### config.mk
export PLATFORM = sky130hd
export DESIGN_NAME = mem_router_flat
export DESIGN_NICKNAME = d
export VERILOG_FILES = /design/src/rtl/mem_router_if.sv /design/src/rtl/mem_router.sv /design/src/flat_wrapper.sv
export SDC_FILE = /design/constraint.sdc
export NUM_CORES = 1
export LEC_CHECK = 0
export ABC_CLOCK_PERIOD_IN_PS = 3580
export CAP_MARGIN = 20
export CORE_AREA = 2 2 122 124
export CTS_BUF_LIST = sky130_fd_sc_hd__clkbuf_4
export DETAILED_ROUTE_END_ITERATION = 8
export DIE_AREA = 0 0 124 126
export PLACE_DENSITY = 0.84
export SLEW_MARGIN = 10
export SYNTH_ARGS = -nofsm -noshare
export SYNTH_HDL_FRONTEND = slang
export SYNTH_SLANG_ARGS = --single-unit
### constraint.sdc
create_clock -name clk -period 3.58 [get_ports clk]
set_input_delay 0.716 -clock clk [delete_from_list [all_inputs] [get_ports clk]]
set_output_delay 0.716 -clock clk [all_outputs]
set_load 0.05 [all_outputs]
### src/rtl/mem_router_if.sv
// Core-side request bus plus the shared slave bus of the memory router.
// The router attaches through the slave modport; the core/slave side uses master.
interface mem_router_if;
  logic        mem_valid;
  logic        mem_ready;
  logic [31:0] mem_addr;
  logic [31:0] mem_wdata;
  logic [3:0]  mem_wstrb;
  logic [31:0] mem_rdata;

  logic [31:0] s_addr;
  logic [31:0] s_wdata;
  logic [3:0]  s_wstrb;

  logic        rom_valid;
  logic        ram_valid;
  logic        io_valid;
  logic        rom_ready;
  logic        ram_ready;
  logic        io_ready;
  logic [31:0] rom_rdata;
  logic [31:0] ram_rdata;
  logic [31:0] io_rdata;

  logic        bus_fault;
  logic [31:0] err_addr;

  modport slave (
    input  mem_valid, mem_addr, mem_wdata, mem_wstrb,
    input  rom_ready, ram_ready, io_ready, rom_rdata, ram_rdata, io_rdata,
    output mem_ready, mem_rdata, s_addr, s_wdata, s_wstrb,
    output rom_valid, ram_valid, io_valid, bus_fault, err_addr
  );

  modport master (
    output mem_valid, mem_addr, mem_wdata, mem_wstrb,
    output rom_ready, ram_ready, io_ready, rom_rdata, ram_rdata, io_rdata,
    input  mem_ready, mem_rdata, s_addr, s_wdata, s_wstrb,
    input  rom_valid, ram_valid, io_valid, bus_fault, err_addr
  );
endinterface

### src/rtl/mem_router.sv
// Routes single core requests to ROM/RAM/IO slaves with a wait timeout and a
// sticky bus-fault record of the first failing address.
module mem_router #(
  parameter logic [31:0] ROM_BASE = 32'h0000_0000,
  parameter logic [31:0] ROM_MASK = 32'hFFFF_0000,
  parameter logic [31:0] RAM_BASE = 32'h0001_0000,
  parameter logic [31:0] RAM_MASK = 32'hFFFF_0000,
  parameter logic [31:0] IO_BASE  = 32'h8000_0000,
  parameter logic [31:0] IO_MASK  = 32'hFFFF_F000,
  parameter int          TIMEOUT  = 16
) (
  input logic         clk,
  input logic         rst,
  mem_router_if.slave bus
);

  typedef enum logic [1:0] {ST_IDLE = 2'd0, ST_BUSY = 2'd1, ST_RESP = 2'd2, ST_ERR = 2'd3} state_t;
  typedef enum logic [1:0] {SEL_NONE = 2'd0, SEL_ROM = 2'd1, SEL_RAM = 2'd2, SEL_IO = 2'd3} sel_t;

  localparam logic [7:0]  TO_LAST   = 8'(TIMEOUT - 1);
  localparam logic [31:0] FAULT_DAT = 32'hDEAD_BEEF;

  state_t      state_q, state_d;
  sel_t        sel_q, sel_d, req_sel_s;
  logic [7:0]  cnt_q, cnt_d;
  logic [31:0] s_addr_q, s_addr_d, s_wdata_q, s_wdata_d;
  logic [3:0]  s_wstrb_q, s_wstrb_d;
  logic        rom_valid_q, ram_valid_q, io_valid_q;
  logic        mem_ready_q;
  logic [31:0] mem_rdata_q, mem_rdata_d;
  logic        bus_fault_q, bus_fault_d;
  logic [31:0] err_addr_q, err_addr_d;
  logic        sel_ready_s, fault_s;
  logic [31:0] sel_rdata_s, fault_addr_s;

  // Region decode of the incoming address, ROM > RAM > IO
  always_comb begin
    if ((bus.mem_addr & ROM_MASK) == ROM_BASE) begin
      req_sel_s = SEL_ROM;
    end else if ((bus.mem_addr & RAM_MASK) == RAM_BASE) begin
      req_sel_s = SEL_RAM;
    end else if ((bus.mem_addr & IO_MASK) == IO_BASE) begin
      req_sel_s = SEL_IO;
    end else begin
      req_sel_s = SEL_NONE;
    end
  end

  // Only the selected slave's ready/rdata are ever looked at
  always_comb begin
    sel_ready_s = 1'b0;
    sel_rdata_s = 32'h0000_0000;
    case (sel_q)
      SEL_ROM: begin sel_ready_s = bus.rom_ready; sel_rdata_s = bus.rom_rdata; end
      SEL_RAM: begin sel_ready_s = bus.ram_ready; sel_rdata_s = bus.ram_rdata; end
      SEL_IO:  begin sel_ready_s = bus.io_ready;  sel_rdata_s = bus.io_rdata;  end
      default: begin sel_ready_s = 1'b0;          sel_rdata_s = 32'h0000_0000; end
    endcase
  end

  // Next-state logic; RESP and ERR accept a new request exactly like IDLE so
  // back-to-back transfers lose no cycle
  always_comb begin
    state_d      = state_q;
    sel_d        = sel_q;
    cnt_d        = cnt_q;
    s_addr_d     = s_addr_q;
    s_wdata_d    = s_wdata_q;
    s_wstrb_d    = s_wstrb_q;
    mem_rdata_d  = mem_rdata_q;
    bus_fault_d  = bus_fault_q;
    err_addr_d   = err_addr_q;
    fault_s      = 1'b0;
    fault_addr_s = s_addr_q;
    case (state_q)
      ST_BUSY: begin
        if (sel_ready_s) begin
          state_d = ST_RESP;
          if (s_wstrb_q == 4'b0000) begin
            mem_rdata_d = sel_rdata_s;
          end else begin
            mem_rdata_d = mem_rdata_q;
          end
        end else if (cnt_q == TO_LAST) begin
          state_d = ST_ERR;
          fault_s = 1'b1;
        end else begin
          cnt_d = cnt_q + 8'd1;
        end
      end
      ST_IDLE, ST_RESP, ST_ERR: begin
        if (bus.mem_valid) begin
          s_addr_d  = bus.mem_addr;
          s_wdata_d = bus.mem_wdata;
          s_wstrb_d = bus.mem_wstrb;
          sel_d     = req_sel_s;
          cnt_d     = 8'd0;
          if ((req_sel_s == SEL_NONE) || ((req_sel_s == SEL_ROM) && (bus.mem_wstrb != 4'b0000))) begin
            state_d      = ST_ERR;
            fault_s      = 1'b1;
            fault_addr_s = bus.mem_addr;
          end else begin
            state_d = ST_BUSY;
          end
        end else begin
          state_d = ST_IDLE;
        end
      end
      default: state_d = ST_IDLE;
    endcase
    if (fault_s) begin
      mem_rdata_d = FAULT_DAT;
      bus_fault_d = 1'b1;
      if (!bus_fault_q) begin
        err_addr_d = fault_addr_s;
      end else begin
        err_addr_d = err_addr_q;
      end
    end else begin
      bus_fault_d = bus_fault_q;
    end
  end

  // State and registered outputs with synchronous active-low reset
  always_ff @(posedge clk) begin
    if (!rst) begin
      state_q     <= ST_IDLE;
      sel_q       <= SEL_NONE;
      cnt_q       <= 8'd0;
      s_addr_q    <= 32'h0000_0000;
      s_wdata_q   <= 32'h0000_0000;
      s_wstrb_q   <= 4'b0000;
      rom_valid_q <= 1'b0;
      ram_valid_q <= 1'b0;
      io_valid_q  <= 1'b0;
      mem_ready_q <= 1'b0;
      mem_rdata_q <= 32'h0000_0000;
      bus_fault_q <= 1'b0;
      err_addr_q  <= 32'h0000_0000;
    end else begin
      state_q     <= state_d;
      sel_q       <= sel_d;
      cnt_q       <= cnt_d;
      s_addr_q    <= s_addr_d;
      s_wdata_q   <= s_wdata_d;
      s_wstrb_q   <= s_wstrb_d;
      rom_valid_q <= (state_d == ST_BUSY) && (sel_d == SEL_ROM);
      ram_valid_q <= (state_d == ST_BUSY) && (sel_d == SEL_RAM);
      io_valid_q  <= (state_d == ST_BUSY) && (sel_d == SEL_IO);
      mem_ready_q <= (state_d == ST_RESP) || (state_d == ST_ERR);
      mem_rdata_q <= mem_rdata_d;
      bus_fault_q <= bus_fault_d;
      err_addr_q  <= err_addr_d;
    end
  end

  assign bus.s_addr    = s_addr_q;
  assign bus.s_wdata   = s_wdata_q;
  assign bus.s_wstrb   = s_wstrb_q;
  assign bus.rom_valid = rom_valid_q;
  assign bus.ram_valid = ram_valid_q;
  assign bus.io_valid  = io_valid_q;
  assign bus.mem_ready = mem_ready_q;
  assign bus.mem_rdata = mem_rdata_q;
  assign bus.bus_fault = bus_fault_q;
  assign bus.err_addr  = err_addr_q;

endmodule

### src/flat_wrapper.sv
// flat-port wrapper written by rule: the top's interface ports become plain ports
module mem_router_flat 
#(
  parameter logic [31:0] ROM_BASE = 32'h0000_0000,
  parameter logic [31:0] ROM_MASK = 32'hFFFF_0000,
  parameter logic [31:0] RAM_BASE = 32'h0001_0000,
  parameter logic [31:0] RAM_MASK = 32'hFFFF_0000,
  parameter logic [31:0] IO_BASE  = 32'h8000_0000,
  parameter logic [31:0] IO_MASK  = 32'hFFFF_F000,
  parameter int          TIMEOUT  = 16
)
  (clk, rst, bus_mem_valid, bus_mem_addr, bus_mem_wdata, bus_mem_wstrb, bus_rom_ready, bus_ram_ready, bus_io_ready, bus_rom_rdata, bus_ram_rdata, bus_io_rdata, bus_mem_ready, bus_mem_rdata, bus_s_addr, bus_s_wdata, bus_s_wstrb, bus_rom_valid, bus_ram_valid, bus_io_valid, bus_bus_fault, bus_err_addr);
  mem_router_if bus_i ();
  input logic clk;
  input logic rst;
  input wire logic [$bits(bus_i.mem_valid)-1:0] bus_mem_valid;
  input wire logic [$bits(bus_i.mem_addr)-1:0] bus_mem_addr;
  input wire logic [$bits(bus_i.mem_wdata)-1:0] bus_mem_wdata;
  input wire logic [$bits(bus_i.mem_wstrb)-1:0] bus_mem_wstrb;
  input wire logic [$bits(bus_i.rom_ready)-1:0] bus_rom_ready;
  input wire logic [$bits(bus_i.ram_ready)-1:0] bus_ram_ready;
  input wire logic [$bits(bus_i.io_ready)-1:0] bus_io_ready;
  input wire logic [$bits(bus_i.rom_rdata)-1:0] bus_rom_rdata;
  input wire logic [$bits(bus_i.ram_rdata)-1:0] bus_ram_rdata;
  input wire logic [$bits(bus_i.io_rdata)-1:0] bus_io_rdata;
  output wire logic [$bits(bus_i.mem_ready)-1:0] bus_mem_ready;
  output wire logic [$bits(bus_i.mem_rdata)-1:0] bus_mem_rdata;
  output wire logic [$bits(bus_i.s_addr)-1:0] bus_s_addr;
  output wire logic [$bits(bus_i.s_wdata)-1:0] bus_s_wdata;
  output wire logic [$bits(bus_i.s_wstrb)-1:0] bus_s_wstrb;
  output wire logic [$bits(bus_i.rom_valid)-1:0] bus_rom_valid;
  output wire logic [$bits(bus_i.ram_valid)-1:0] bus_ram_valid;
  output wire logic [$bits(bus_i.io_valid)-1:0] bus_io_valid;
  output wire logic [$bits(bus_i.bus_fault)-1:0] bus_bus_fault;
  output wire logic [$bits(bus_i.err_addr)-1:0] bus_err_addr;
  assign bus_i.mem_valid = bus_mem_valid;
  assign bus_i.mem_addr = bus_mem_addr;
  assign bus_i.mem_wdata = bus_mem_wdata;
  assign bus_i.mem_wstrb = bus_mem_wstrb;
  assign bus_i.rom_ready = bus_rom_ready;
  assign bus_i.ram_ready = bus_ram_ready;
  assign bus_i.io_ready = bus_io_ready;
  assign bus_i.rom_rdata = bus_rom_rdata;
  assign bus_i.ram_rdata = bus_ram_rdata;
  assign bus_i.io_rdata = bus_io_rdata;
  assign bus_mem_ready = bus_i.mem_ready;
  assign bus_mem_rdata = bus_i.mem_rdata;
  assign bus_s_addr = bus_i.s_addr;
  assign bus_s_wdata = bus_i.s_wdata;
  assign bus_s_wstrb = bus_i.s_wstrb;
  assign bus_rom_valid = bus_i.rom_valid;
  assign bus_ram_valid = bus_i.ram_valid;
  assign bus_io_valid = bus_i.io_valid;
  assign bus_bus_fault = bus_i.bus_fault;
  assign bus_err_addr = bus_i.err_addr;
  mem_router #(.ROM_BASE(ROM_BASE), .ROM_MASK(ROM_MASK), .RAM_BASE(RAM_BASE), .RAM_MASK(RAM_MASK), .IO_BASE(IO_BASE), .IO_MASK(IO_MASK), .TIMEOUT(TIMEOUT)) u_core (.clk(clk), .rst(rst), .bus(bus_i));
endmodule
# Yosys cells after proc, flatten, opt, wreduce, memory -nomap -nowiden
# Index checks and enable logic that the tools add are counted.
[word_totals]
regBits = 149
input_bits = 170
[op_classes]
add_sub_neg = 1
eq_ne = 19
n_mux = 28
bitwise = 2
n_reduce_logical = 21
[ops]
columns = ["cell", "n"]
rows = [
  ["$mux W32", 7],
  ["$pmux W32 S3", 1],
  ["$logic_not A32 Y1", 1],
  ["$mux W8", 3],
  ["$eq A20 B20 Y1 const B", 1],
  ["$mux W2", 9],
  ["$eq A16 B1 Y1 const B", 1],
  ["$eq A2 B2 Y1 const B", 8],
  ["$pmux W8 S2", 1],
  ["$eq A2 B1 Y1 const B", 5],
  ["$reduce_and A3 Y1", 3],
  ["$add A8 B1 Y8 const B", 1],
  ["$eq A8 B4 Y1 const B", 1],
  ["$ne A2 B2 Y1 const B", 3],
  ["$reduce_bool A2 Y1", 3],
  ["$logic_and A1 B1 Y1", 4],
  ["$logic_not A2 Y1", 2],
  ["$logic_not A4 Y1", 1],
  ["$mux W1", 4],
  ["$pmux W2 S2", 1],
  ["$reduce_and A2 Y1", 2],
  ["$reduce_bool A4 Y1", 1],
  ["$pmux W1 S3", 1],
  ["$reduce_or A3 Y1", 1],
  ["other kinds (4)", 6],
]

# Longest topological paths before layout
# Gate-level depths: netlist (run 1).
[logic_depth]
ltp_word = 12
depth_mapped = 10
ltp_nobuf = 6

# Worst setup path before layout (run 1)
# No wires, ideal clock.
[synth_path]
path_kind = "input-to-reg"
start = "input bus_ram_ready"
end = "register u_core.err_addr_q[17] (netlist: u_core.bus.err_addr[17])"
arrival_ps = 2464
required_ps = 3493
slack_ps = 1029
path_stages = 8
path_buffers = 3
cell_sequence = "mux2_4 -> a221o_1 -> or3_1 -> clkbuf_1 -> and2_1 -> buf_2 -> buf_6 -> a221oi_2"
[synth_via]
elab_chain_cells = 4
[synth_rtl]
columns = ["element", "line_no", "rtl"]
rows = [
  ["start: declaration", "flat_wrapper.sv:21", "input wire logic [$bits(bus_i.ram_ready)-1:0] bus_ram_ready;"],
  ["$pmux W1 S3", "mem_router.sv:53", "case (sel_q)"],
  ["$mux W1", "mem_router.sv:77", "if (sel_ready_s) begin"],
  ["$pmux W1 S2", "mem_router.sv:75", "case (state_q)"],
  ["$reduce_and A2 Y1 (no source line)", "n/a", ""],
  ["end signal: assignment", "mem_router.sv:153", "err_addr_q <= err_addr_d;"],
  ["end: declaration", "mem_router.sv:32", "logic [31:0] err_addr_q, err_addr_d;"],
]
# Every way passes these cells.
# A chain may end at the register's enable or synchronous reset.

# Worst setup path after layout (run 1)
[layout_path]
start = "input bus_mem_wstrb[0]"
end = "register u_core.err_addr_q[28] (netlist: u_core.bus.err_addr[28])"
[layout_via]
elab_chain_cells = 7
[layout_rtl]
columns = ["element", "line_no", "rtl"]
rows = [
  ["start: declaration", "flat_wrapper.sv:19", "input wire logic [$bits(bus_i.mem_wstrb)-1:0] bus_mem_wstrb;"],
  ["$reduce_bool A4 Y1 (*)", "mem_router.sv:98", "if ((req_sel_s == SEL_NONE) || ((req_sel_s == SEL_ROM) && (bus.mem_wstrb != 4'b0000))) begin"],
  ["$logic_and A1 B1 Y1 (*)", "mem_router.sv:98", ""],
  ["$logic_or A1 B1 Y1 (*)", "mem_router.sv:98", ""],
  ["$mux W1", "mem_router.sv:98", ""],
  ["$mux W1", "mem_router.sv:92", "if (bus.mem_valid) begin"],
  ["$pmux W1 S2", "mem_router.sv:75", ""],
  ["$reduce_and A2 Y1 (no source line)", "n/a", ""],
]
# Every way passes the cells marked *; elsewhere a longest branch is shown, timed or not.

==> metrics.csv, run 1 <==
stage,metric,value,unit
clock_tree,clock latency on the worst-skew pair,0.54,ns
clock_tree,H-tree depth,4,
synth,Yosys top cell by area,dfxtp_1,
route,drt pass-1 iters,5,
grt,GR peak layer,met2,
layout,area of the multi-input gates,2970,um2
timing,Fin Clk Skew,0.0174,ns
clock_tree,root buffer selected by CTS,clkbuf_4,
clock_tree,cts hold-fix bufs,0,
clock_tree,CTS sink count,148,
floorplan,Die X,124,um
synth,prevailing post-synth register cell,dfxtp_1,
setup_path,WP data arrival,2.96,ns
setup_path,"Req. time, crit path",4.04,ns
layout,area grow syn2layout,57.1,%
clock_tree,clock slew at reported path FFs,0.13,ns
power_and_ir_drop,combinational fraction of design power,27.5,%
layout,share of cells above drive strength 1,6.24,%
grt,gr ovfl total,0,
synth,largest cells by area after synthesis,"dfxtp_1 47%, nand2_1 11%, a21oi_1 9.5%, mux2i_1 9.1%, o21ai_0 3.1%",
clock_tree,setup bufs post-CTS,0,
synth,Mapped Area,6290,um2
power_and_ir_drop,Clk pwr share,30.0,%
synth,Post-synth EDFFs,0,
power_and_ir_drop,power density over cell area,436,nW/um2
power_and_ir_drop,internal power,2.92,mW
setup_path,CP most frequent cell,buf_4,
setup_path,Slowest cell on crit path,nor4_1,
power_and_ir_drop,Worst VDD drop,508,uV
route,post-route ant nets,0,
grt,vias in the first global route,6275,
floorplan,Die Span Y,126,um
synth,asr flop ratio synth,0,%
route,WL final,20900,um
grt,largest net degree at the start of global routing,83,
clock_tree,CTS buffer count,17,
grt,first-pass GRT wire length,32200,um
flow_run,Max Cap Viol,0,
setup_path,crit path cell chain,clkdlybuf4s50_1 -> nor4_1 -> buf_4 -> o21bai_1 -> a32oi_2 -> buf_4 -> o21ai_0 -> a221oi_2,
timing,Tmin final,2.50,ns
floorplan,Core Box Area,14300,um2
setup_path,CP endpoint kind,flip-flop,
power_and_ir_drop,Seq pwr share,42.5,%
clock_tree,Clock Path Buffers,2,
timing,unrepaired setup endpoints after global routing,no,
power_and_ir_drop,switching share of power,32.3,%
grt,initial antenna violation count,1,
synth,Yosys top cell area share,47.1,%
place,Port Buffers,306,
grt,met3 Resource Use GR,8.38,%
route,first-iteration detailed-routing DRC count,407,
layout,FF/Latch Area,2960,um2
timing,Setup TNS Final,0,ns
timing,Final Max Slew Viols,0,
timing,period utilization,69.8,%
synth,YS warnings,0,
synth,sequential area share after synthesis,47.1,%
timing,worst-margin pin slew,0.949,ns
setup_path,CP Max Fanout,23,
synth,"FF+latch count, synth",148,
floorplan,Rows,44,
timing,final setup fails,0,
timing,Worst slew margin,36.7,%
clock_tree,cts repair resizes,0,
route,via/cell ratio,5.27,
worst_hold_path,type of the tightest min-delay check,reg -> reg,
layout,# fillers,1154,
synth,Post-Synthesis Cells,747,
timing,Fmax,400,MHz
route,DR vias,6465,
route,DRC errors left,0,
grt,Total GRT Usage,26.4,%
power_and_ir_drop,Pleak,3.51,nW
outcome,status,completed,
power_and_ir_drop,sw power,1.39,mW
place,dpl hpwl,15300,um
place,Post-DP Area,9530,um2
layout,final instance area,9890,um2
place,gp weighted congestion,0.879,
synth,Post-Synthesis Net Count,918,
timing,final hold vios,0,
floorplan,Starting Density,44.0,%
setup_path,CP Class,in -> reg,
synth,count of cell types in the netlist,41,
floorplan,number of top-level pins,307,
grt,met2 usage,45.0,%
place,dpl cells,1194,
clock_tree,CTS tree,built,
floorplan,Die ar.,15600,um2
route,drt wl/cell,17.0,um
layout,Non-Filler Instances,1227,
layout,final core occ,69.1,%
setup_path,crit-path max cell delay,0.53,ns
setup_path,crit start category,input pin,
grt,met1 GRT Util,31.2,%
synth,post-synthesis area per instance,8.43,um2
layout,nets,1200,
critical path: cells and delay by family:
family                 cells  cell delay [ns]
AOI/OAI and AO/OA          4             0.75
buffers and inverters      3             0.95
and+or+nand+nor            1             0.53
power groups by stage:
stage / clock (mW) / combinational, mW / sequential [mW]
final: 1.30 / 1.19 / 1.83
after global routing: 1.40 / 1.25 / 1.85
after CTS: 1.32 / 1.19 / 1.83
after detailed placement: 0 / 1.19 / 1.87
after global placement: 0 / 1.17 / 1.86
after floorplan: 0 / 0.273 / 2.26
state kept, by name, summed over array words and instances, names as in the netlist:
name and cells:
u_core.bus.s_wdata 32, u_core.bus.err_addr 32, u_core.bus.s_addr 32, u_core.cnt_q 8, u_core.state_q 2, u_core.bus.mem_rdata 32, u_core.bus.s_wstrb 4, u_core.bus.io_valid 1
u_core.sel_q 2, u_core.bus.rom_valid 1, u_core.bus.bus_fault 1, u_core.bus.ram_valid 1
placed cells by master (no fill, tap or decap), types with 4 or more instances in the layout:
cell type / instances
o221ai_1: 18
o21ai_0: 39
nor2b_1: 4
o211ai_1: 10
bufinv_16: 6
or4_1: 4
nor2_1: 9
nor4_1: 8
dfxtp_1: 147
nand3_1: 6
mux2i_1: 57
inv_1: 36
a221oi_2: 12
clkbuf_4: 17
clkdlybuf4s50_1: 306
buf_4: 13
o2111a_1: 8
nand2_1: 176
a21oi_1: 119
metrics by stage:
step           total power, mW  setup slack [ns]  hold WS [ns]
6_report                  4.32              1.08         0.454
5_1_grt                   4.49             0.951         0.475
4_1_cts                   4.34              1.04         0.457
3_5_place_dp              3.05             0.502         0.439
3_3_place_gp              3.04             0.451         0.432
2_1_floorplan             2.53              1.03         0.452
final cells by class:
cell class	instances	area share, %
multi-input cells	503	30.0
inverters	37	1.42
clock buffers	17	1.29
well taps	184	2.33
flip-flops and latches	148	30.0
diodes	1	0.0253
repair buffers	322	32.6
clock inverters	15	2.38
synth_stat cells, types with 4 or more instances:
library cell and n:
nor2b_1 5, nand2_1 177, inv_1 36, or4_1 4, nor4_1 8, a21oi_1 119, o21ai_0 39, clkbuf_1 52
dfxtp_1 148, o221ai_1 18, mux2i_1 57, nand3_1 6, a221oi_2 12, nor2_1 10, o2111a_1 8, o211ai_1 10
final timing paths:
| check | from | endpoint | slack [ns] | cells after the start |
|---|---|---|---|---|
| min | u_core.bus.err_addr[10] | u_core.bus.err_addr[10] | 0.45 | 2 |
| max reg2reg | u_core.sel_q[0] | u_core.bus.err_addr[30] | 1.31 | 6 |
| min reg2reg | u_core.bus.err_addr[10] | u_core.bus.err_addr[10] | 0.45 | 2 |
| max | bus_mem_wstrb[0] | u_core.bus.err_addr[28] | 1.08 | 8 |
kinds of logic after synthesis:
kind of cell | after synthesis | share of synthesized area (%)
fa+ha+maj | 1 | 0.199
flops | 148 | 47.1
buf+inv | 96 | 6.14
xor+xnor | 3 | 0.417
compound gates | 219 | 22.3
simple gates | 222 | 14.6
mux | 58 | 9.30
layer usage:
| metal | up-vias | part of all wire [%] |
|---|---|---|
| met4 | 0 | 2.6 |
| met2 | 211 | 52 |
| met1 | 3041 | 39 |
| met3 | 38 | 6.7 |
| met5 | - | 0 |
| li1 | 3175 | - |
No activity file was read; power rests on OpenSTA's default activity.
==> inputs of run 2 (changes only) <==
--- a/config.mk
+++ b/config.mk
@@ -5,13 +5,13 @@
 export SDC_FILE = /design/constraint.sdc
 export NUM_CORES = 1
 export LEC_CHECK = 0
-export ABC_CLOCK_PERIOD_IN_PS = 3580
+export ABC_CLOCK_PERIOD_IN_PS = 2600
 export CAP_MARGIN = 20
-export CORE_AREA = 2 2 122 124
+export CORE_AREA = 2 2 126 128
 export CTS_BUF_LIST = sky130_fd_sc_hd__clkbuf_4
 export DETAILED_ROUTE_END_ITERATION = 8
-export DIE_AREA = 0 0 124 126
-export PLACE_DENSITY = 0.84
+export DIE_AREA = 0 0 128 130
+export PLACE_DENSITY = 0.8
 export SLEW_MARGIN = 10
 export SYNTH_ARGS = -nofsm -noshare
 export SYNTH_HDL_FRONTEND = slang
==> constraint.sdc (replaced) <==
create_clock -name clk -period 2.6 [get_ports clk]
set_input_delay 0.52 -clock clk [delete_from_list [all_inputs] [get_ports clk]]
set_output_delay 0.52 -clock clk [all_outputs]
set_load 0.05 [all_outputs]
==> run 2 against run 1 <==
Compared with the run above:
- via count shrank 0.82%
- combinational power grew 41%
- total power grew 35%
- first-iteration DRC count shrank 36%
- clock skew grew 0.011 ns
- design area grew 2.0%
- global-route usage shrank 2.7 points
- cell count grew 2.4%
- flip-flop and latch count is the same
- register-to-register slack lost 0.91 ns
- worst hold slack lost 0.0010 ns
- critical path depth shrank 7
- largest cell class unchanged
- highest routed layer unchanged
==> metrics.csv, run 2 (synthesis gave the netlist of run 1 again) <==
stage,metric,value,unit,change
floorplan,Die X,128,um,+3.2%
setup_path,crit start category,flip-flop,,
setup_path,CP Class,reg -> out,,
floorplan,Die ar.,16600,um2,+6.5%
setup_path,"Largest delay share family, worst path",buffers and inverters,,
floorplan,Rows,46,,+4.5%
setup_path,"Req. time, crit path",2.08,ns,-1.96 ns
setup_path,CP endpoint kind,output pin,,
grt,first-pass GRT wire length,31100,um,-3.2%
power_and_ir_drop,power density over cell area,577,nW/um2,+32%
clock_tree,clock latency on the worst-skew pair,0.55,ns,about the same
timing,Final Max Slew Viols,0,,unchanged
layout,"most common cell after layout, fill and taps aside",clkdlybuf4s50_1,,
clock_tree,cts repair resizes,0,,unchanged
floorplan,Die Span Y,130,um,+3.2%
timing,hold_ws,0.453,ns,-0.00104 ns
timing,final setup fails,0,,unchanged
clock_tree,clock slew at reported path FFs,0.14,ns,about the same
timing,period utilization,89.7,%,
power_and_ir_drop,Worst VDD drop,390,uV,-23%
floorplan,Core Box Area,15400,um2,+7.8%
place,Post-DP Area,9760,um2,+2.5%
worst_hold_path,type of the tightest min-delay check,reg -> reg,,
power_and_ir_drop,switching share of power,34.4,%,+2.1 points
setup_path,crit-path max cell delay,0.85,ns,+0.32 ns
power_and_ir_drop,combinational fraction of design power,28.9,%,+1.4 points
grt,largest net degree at the start of global routing,57,,-31%
setup_path,CP Max Fanout,4,,-83%
route,DR vias,6412,,-0.82%
place,dpl hpwl,15200,um,-0.95%
clock_tree,setup bufs post-CTS,0,,unchanged
clock_tree,H-tree depth,4,,unchanged
clock_tree,Clock Path Buffers,2,,unchanged
route,DRC errors left,0,,unchanged
clock_tree,CTS tree,built,,
timing,Fmax,429,MHz,
grt,vias in the first global route,6171,,-1.7%
power_and_ir_drop,Clk pwr share,27.8,%,-2.2 points
power_and_ir_drop,Seq pwr share,43.3,%,+0.8 points
setup_path,crit path cell chain,clkdlybuf4s50_1,,
route,post-route ant nets,0,,unchanged
route,drt pass-1 iters,4,,-1
timing,Setup TNS Final,0,ns,unchanged
route,via/cell ratio,5.11,,-3.1%
flow_run,Max Cap Viol,0,,unchanged
clock_tree,CTS buffer count,17,,unchanged
timing,Tmin final,2.33,ns,
timing,Worst slew margin,47.8,%,+11 points
layout,area grow syn2layout,60.2,%,
grt,initial antenna violation count,0,,-1
grt,Total GRT Usage,23.7,%,-2.7 points
route,drt wl/cell,16.2,um,-4.6%
layout,final core occ,65.4,%,-3.7 points
timing,final hold vios,0,,unchanged
layout,final instance area,10100,um2,+2.0%
grt,gr ovfl total,0,,unchanged
power_and_ir_drop,Pleak,3.61,nW,+3.0%
place,gp weighted congestion,0.830,,-5.7%
floorplan,number of top-level pins,307,,unchanged
timing,unrepaired setup endpoints after global routing,no,,
setup_path,worst path buffer plus inverter count,1,,-2
setup_path,WP data arrival,1.81,ns,-1.15 ns
power_and_ir_drop,sw power,2.01,mW,+44%
outcome,status,completed,,
route,first-iteration detailed-routing DRC count,261,,-36%
setup_path,Slowest cell on crit path,clkdlybuf4s50_1,,
clock_tree,root buffer selected by CTS,clkbuf_4,,
layout,most frequent cells in the layout,"306 x clkdlybuf4s50_1, 176 x nand2_1, 147 x dfxtp_1",,
layout,Ant. Diodes,0,,-1
layout,share of cells above drive strength 1,8.36,%,+2.1 points
floorplan,Starting Density,40.8,%,-3.2 points
clock_tree,CTS sink count,148,,unchanged
place,Port Buffers,306,,unchanged
layout,nets,1222,,+1.8%
route,WL final,20400,um,-2.3%
timing,worst-margin pin slew,0.782,ns,-0.167 ns
power_and_ir_drop,internal power,3.82,mW,+31%
timing,Fin Clk Skew,0.0281,ns,+0.0107 ns
setup_path,reg-to-reg setup timing slack,0.40,ns,-0.91 ns
clock_tree,cts hold-fix bufs,0,,unchanged
[run 2: cell types whose count changed in the layout (fill, tap and decap cells not counted), moves of 3 or more]
cell / delta
buf_4: +17
buf_12: +5
inv_6: +4
bufinv_16: -3
clkinv_2: -3
inv_8: +3
[run 2: final timing paths]
kind,to,cells after the start,startpoint
setup / recovery,bus_bus_fault,1,u_core.bus.bus_fault
hold / removal,u_core.bus.err_addr[7],2,u_core.bus.err_addr[7]
setup reg to reg,u_core.bus.err_addr[29],7,u_core.cnt_q[1]
hold reg to reg,u_core.bus.err_addr[7],2,u_core.bus.err_addr[7]
[run 2: power groups by stage]
stage / registers, mW / logic [mW] / clock network (mW)
2_1_floorplan: 3.11 / 0.376 / 0
3_3_place_gp: 2.57 / 1.67 / 0
3_5_place_dp: 2.57 / 1.68 / 0
4_1_cts: 2.52 / 1.69 / 1.66
5_1_grt: 2.54 / 1.77 / 1.75
6_report: 2.52 / 1.68 / 1.62
[run 2: area by class of cell]
class | count | area [um2]
clock buffer | 17 | 128
clock inverter | 15 | 195
fill | 1280 | 5340
inverter | 37 | 141
multi-input combinational | 503 | 2970
sequential | 148 | 2960
tap | 192 | 240
timing repair buffer | 344 | 3450
[run 2: per-layer routing]
layer  track usage [%]  routed length [um]
met1              27.6                8320
met2              42.2               10600
met3              6.64                1090
met4              7.63                 378
met5                 0                   0
[run 2: metrics by stage]
step | instances | power, mW | setup WS (ns)
global placement | 1224 | 4.23 | -0.0484
finish | 1256 | 5.82 | 0.267
global route | 1256 | 6.06 | 0.166
floorplan | 747 | 3.49 | 0.245
CTS | 1256 | 5.87 | 0.206
detailed placement | 1224 | 4.26 | -0.0893
==> inputs of run 3 (changes only) <==
--- a/config.mk
+++ b/config.mk
@@ -6,7 +6,6 @@
 export NUM_CORES = 1
 export LEC_CHECK = 0
 export ABC_CLOCK_PERIOD_IN_PS = 2600
-export CAP_MARGIN = 20
 export CORE_AREA = 2 2 126 128
 export CTS_BUF_LIST = sky130_fd_sc_hd__clkbuf_4
 export DETAILED_ROUTE_END_ITERATION = 8
==> results of run 3 <==
No change in the layout: final DEF, timing and power equal those of run 2.
